--- src/rtl/seg_scan_disp.sv ---
// Four-digit multiplexed common-anode 7-segment driver with tear-free frame updates.
// Define SEG_LZB_EN to blank leading zeros on digits 3..1 (decimal points still follow DP_MASK).
module seg_scan_disp #(
    parameter int         SCAN_DIV = 24000,
    parameter int         BLANK    = 24,
    parameter logic [3:0] DP_MASK  = 4'b0000
) (
    input  logic        clk,
    input  logic        res,
    input  logic [15:0] d_num,
    input  logic        d_load,
    output logic [7:0]  seg,
    output logic [3:0]  dig_sel,
    output logic        bad_bcd
);

    localparam int            CW        = (SCAN_DIV > 1) ? $clog2(SCAN_DIV) : 1;
    localparam logic [CW-1:0] DIV_LAST  = CW'(SCAN_DIV - 1);
    localparam logic [CW-1:0] BLANK_END = CW'(BLANK);

    logic [CW-1:0] div_cnt;
    logic [1:0]    idx;
    logic [15:0]   shadow;
    logic [15:0]   disp;

    logic          slot_end;
    logic          frame_end;
    logic          load_bad;
    logic          in_blank;
    logic          lz_blank;
    logic [3:0]    nib;
    logic [6:0]    glyph;
    logic [7:0]    seg_next;
    logic [3:0]    dig_sel_next;

    function automatic logic [6:0] decode(input logic [3:0] v);
        case (v)
            4'd0:    decode = 7'h40;
            4'd1:    decode = 7'h79;
            4'd2:    decode = 7'h24;
            4'd3:    decode = 7'h30;
            4'd4:    decode = 7'h19;
            4'd5:    decode = 7'h12;
            4'd6:    decode = 7'h02;
            4'd7:    decode = 7'h78;
            4'd8:    decode = 7'h00;
            4'd9:    decode = 7'h10;
            default: decode = 7'h3F;
        endcase
    endfunction

    assign slot_end  = (div_cnt == DIV_LAST);
    assign frame_end = slot_end && (idx == 2'd3);

    always_comb begin
        load_bad = 1'b0;
        for (int k = 0; k < 4; k++) begin
            if (d_num[k*4 +: 4] > 4'd9) begin
                load_bad = 1'b1;
            end
        end
    end

    assign nib   = disp[{idx, 2'b00} +: 4];
    assign glyph = decode(nib);

    // A digit is a leading zero when it and every more significant digit are zero.
    always_comb begin
        lz_blank = 1'b0;
`ifdef SEG_LZB_EN
        case (idx)
            2'd3:    lz_blank = (disp[15:12] == 4'd0);
            2'd2:    lz_blank = (disp[15:8] == 8'd0);
            2'd1:    lz_blank = (disp[15:4] == 12'd0);
            default: lz_blank = 1'b0;
        endcase
`endif
    end

    assign in_blank = (div_cnt < BLANK_END);

    always_comb begin
        seg_next     = 8'hFF;
        dig_sel_next = 4'b1111;
        if (!in_blank) begin
            dig_sel_next = ~(4'b0001 << idx);
            seg_next     = {~DP_MASK[idx], (lz_blank ? 7'h7F : glyph)};
        end
    end

    always_ff @(posedge clk) begin
        if (res) begin
            div_cnt <= '0;
            idx     <= 2'd0;
        end else begin
            if (slot_end) begin
                div_cnt <= '0;
                idx     <= idx + 2'd1;
            end else begin
                div_cnt <= div_cnt + 1'b1;
            end
        end
    end

    // disp copies the pre-load shadow, so a load in the boundary cycle waits a full frame.
    always_ff @(posedge clk) begin
        if (res) begin
            shadow  <= 16'h0000;
            disp    <= 16'h0000;
            bad_bcd <= 1'b0;
        end else begin
            if (frame_end) begin
                disp <= shadow;
            end
            if (d_load) begin
                shadow <= d_num;
                if (load_bad) begin
                    bad_bcd <= 1'b1;
                end
            end
        end
    end

    always_ff @(posedge clk) begin
        if (res) begin
            seg     <= 8'hFF;
            dig_sel <= 4'b1111;
        end else begin
            seg     <= seg_next;
            dig_sel <= dig_sel_next;
        end
    end

endmodule

--- config.mk ---
export PLATFORM = sky130hd
export DESIGN_NAME = seg_scan_disp
export DESIGN_NICKNAME = d
export VERILOG_FILES = /design/src/rtl/seg_scan_disp.sv
export SDC_FILE = /design/constraint.sdc
export NUM_CORES = 1
export LEC_CHECK = 0
export BUFFER_PORTS_ARGS = -buffer_cell sky130_fd_sc_hd__buf_2
export CAP_MARGIN = 20
export CORE_MARGIN = 10
export CORE_UTILIZATION = 62
export DETAILED_ROUTE_END_ITERATION = 6
export HOLD_SLACK_MARGIN = 0.03
export MAX_ROUTING_LAYER = met4
export PLACE_DENSITY = 0.84
export SLEW_MARGIN = 25
export SYNTH_ARGS = -nofsm -noshare
export SYNTH_HDL_FRONTEND = slang
export SYNTH_SLANG_ARGS = --single-unit
export TNS_END_PERCENT = 20
--- constraint.sdc ---
create_clock -name clk -period 4.1 [get_ports clk]
set_clock_uncertainty 0.2 [all_clocks]
set_input_delay 0.205 -clock clk [delete_from_list [all_inputs] [get_ports clk]]
set_output_delay 0.205 -clock clk [all_outputs]
set_load 0.03 [all_outputs]
==> qor.csv <==
stage;metric;value;unit
clock_network;clock-root-buffer;clkbuf_8;
synth;synth-compound-area-share;13.94;%
worst_setup_path;crit_chain;ha_1 > and4_1 > nand4_2 > o21bai_2 > nor2_1;
synth;syn_avg_cell_area;9.417;um^2
cells_and_area;final_common_cell;dfxtp_1;
worst_setup_path;crit_slowest_cell;o21bai_2;
synth;synth-seq-cells;61;
timing;relSlewSlack;34.21;%
place;portBuffers;30;
min_path;hp-class;input pin to register;
cells_and_area;fin_cells;378;
place;globalplace.congestion;0.8384;
synth;ys_warn_count;0;
worst_setup_path;path_buf_inv;0;
clock_network;ctsHtreeMaxLevel;3;
run_status;status;finished, final reports clean;
clock_network;cts_setup_buffers;0;
worst_setup_path;end_kind;register;
synth;synth_ff_type;dfxtp_1;
worst_setup_path;cp-start-kind;register;
power;power_density;357.0;nW/um^2
route;drt_first_pass_iters;5;
worst_setup_path;worst_path_largest_cell_delay;670;ps
die;die_x;86.02;um
synth;synth-edff-count;0;
synth;synthMuxAreaShare;10.09;%
route;drtIter0Drc;222;
power;worst_ir_drop_vdd;0.2944;mV
synth;yosys.area_share.simple;17.45;%
global_route;busiest_layer;met2;
cells_and_area;area_growth;15.74;%
cells_and_area;stdcell_area;3128;um^2
power;design_power_total;1117;uW
route;ant_nets;0;
power;power.leakage;0.001178;uW
route;drt-total-wl;6033;um
timing;finalSetupTns;0;ps
global_route;grt-ovfl-total;0;
clock_network;cts_tree;done;
route;wl_per_cell;15.96;um
timing;finalMaxSlewViolations;0;
die;ios;32;
clock_network;clk_pin_slew;70;ps
global_route;grt_antenna_before_repair;0;
clock_network;cts_buffer_depth;2;
synth;synth_area;2703;um^2
timing;max_freq;0.4154;GHz
route;vias;2262;
synth;synth_top_family_by_area;simple AND/OR/NAND/NOR gates;
global_route;grt_usage;17.35;%
synth;yosysUniqueCellTypes;41;
clock_network;worstSkewPairLatency;330;ps
worst_setup_path;critPathKind;register to register;
global_route;use_met3;4.920;%
timing;timing.final.crit_share;58.71;%
cells_and_area;layout-drive-gt1-share;16.16;%
synth;synth-seq-area-share;45.19;%
cells_and_area;fillCellCount;296;
global_route;grt_pass1_wl;10210;um
global_route;grt_max_degree;39;
worst_setup_path;crit_arrival;2410;ps
synth;synthAdderAreaFrac;4.630;%
synth;synthCells;287;
cells_and_area;regArea;1221;um^2
die;start_util;65.67;%
timing;setup_viol;0;
worst_setup_path;crit_family;simple AND/OR/NAND/NOR gates;
place;post-dp-hpwl;3757;um
clock_network;cts_buffers;9;
clock_network;cts_resized;0;
synth;synthXorXnorAreaFrac;3.241;%
route;drc;0;
place;dpl.cell_count;346;
synth;synthArstFlopShare;0;%
worst_setup_path;critPathRequiredTime;4100;ps
place;postPlaceCellArea;2809;um^2
timing;grt_setup_unrepaired;no;
die;die_area;7399;um^2
die;placementRows;23;
route;routed_via_density;5.984;
worst_setup_path;crit_fanout;19;
synth;syn-num-nets;316;
cells_and_area;final_cell_mix;61 x dfxtp_1, 33 x nor2_1, 30 x buf_2, 25 x a21oi_1, 21 x nand4_1;
cells_and_area;multiInputGateArea;1338;um^2
die;dieHeight;86.02;um
cells_and_area;n_antenna_cell;0;
timing;hold_viol_final;0;
job;cap_violations;0;
global_route;grtUsageMet2;26.71;%
global_route;grt_pass1_vias;2196;
timing;worst_pin_slew;973.9;ps
clock_network;clkSinkCount;61;
die;core_area;4115;um^2
cells_and_area;nets;352;
timing;fin_crit;2407;ps
global_route;grt_use_met1;19.92;%
[layout make-up]
class / instances / area share (%)
clock buffer: 11 / 4.200
clock inverter: 5 / 0.8800
inverter: 8 / 0.9600
multi-input combinational: 196 / 42.76
sequential: 61 / 39.04
tap: 50 / 2.000
timing repair buffer: 47 / 10.16
[per-stage QoR]
| stage | setup WS [ps] | hold WS, ps | utilization [%] |
|---|---|---|---|
| after detailed placement | 1730 | 248.1 | 68.26 |
| after global placement | 1825 | 231.3 | 68.26 |
| after CTS | 1711 | 172.0 | 76.01 |
| after floorplan | 2073 | 152.1 | - |
| final | 1693 | 192.4 | 76.01 |
| after global routing | 1464 | 194.9 | 76.01 |
[sequential cells by signal, summed over array words and instances (netlist names)]
| signal | flops |
|---|---|
| disp | 16 |
| shadow | 16 |
| div_cnt | 15 |
| seg | 7 |
| dig_sel | 4 |
| idx | 2 |
| bad_bcd | 1 |
[worst paths after layout]
path                                       startpoint                endpoint  slack [ps]  cells after the start
worst max-delay path            div_cnt[0]$_SDFF_PP0_  div_cnt[11]$_SDFF_PP0_        1690                      5
worst min register to register  div_cnt[0]$_SDFF_PP0_   div_cnt[0]$_SDFF_PP0_         260                      1
worst min-delay path                              res  shadow[3]$_SDFFE_PP0P_         190                      2
worst max register to register  div_cnt[0]$_SDFF_PP0_  div_cnt[11]$_SDFF_PP0_        1690                      5
[layer usage]
layer	share of wire, %	routed length (um)	vias to the layer above
li1	-	-	1100
met1	42	2546	1065
met3	6.7	406	13
met2	49	2947	84
met4	2.2	132	0
met5	0	0	-
[timing repair]
item	in CTS	in global routing
endpoints found under the setup margin	0	0
hold buffers	16	0
endpoints found under the hold margin	16	0
[cell usage after synthesis, types with 3 or more instances]
library cell	n	area share (%)
mux2i_1	16	5.9
dfxtp_1	61	45
a21oi_1	25	4.6
nand4_1	21	4.9
buf_2	7	1.3
nor4_1	3	0.69
ha_1	10	4.6
and3_1	3	0.69
nor2b_1	4	0.93
inv_1	8	1.1
xnor2_1	6	1.9
nor2_1	33	4.6
clkbuf_1	9	1.2
nor3_1	3	0.56
o21ai_0	13	2.4
nand2_1	13	1.8
xor2_1	4	1.3
nand3_1	6	1.1
o31ai_1	16	4.4
[kinds of logic after synthesis]
logic type,count (synthesis)
adder cells (fa/ha/maj),10
other,1
buffers and inverters,30
AND/OR/NAND/NOR,93
multiplexers,21
AO/OA/AOI/OAI,61
flip-flops,61
XOR/XNOR,10
[power breakdown]
part | total (uW) | switching [uW] | leakage [uW] | internal [uW]
Sequential | 614 | 8.70 | 0.000496 | 605
Combinational | 61.9 | 31.7 | 0.000600 | 30.2
Clock | 441 | 226 | 0.0000829 | 215
Total | 1120 | 266 | 0.00118 | 850
Note: power is estimated with default switching activity, not from simulation.
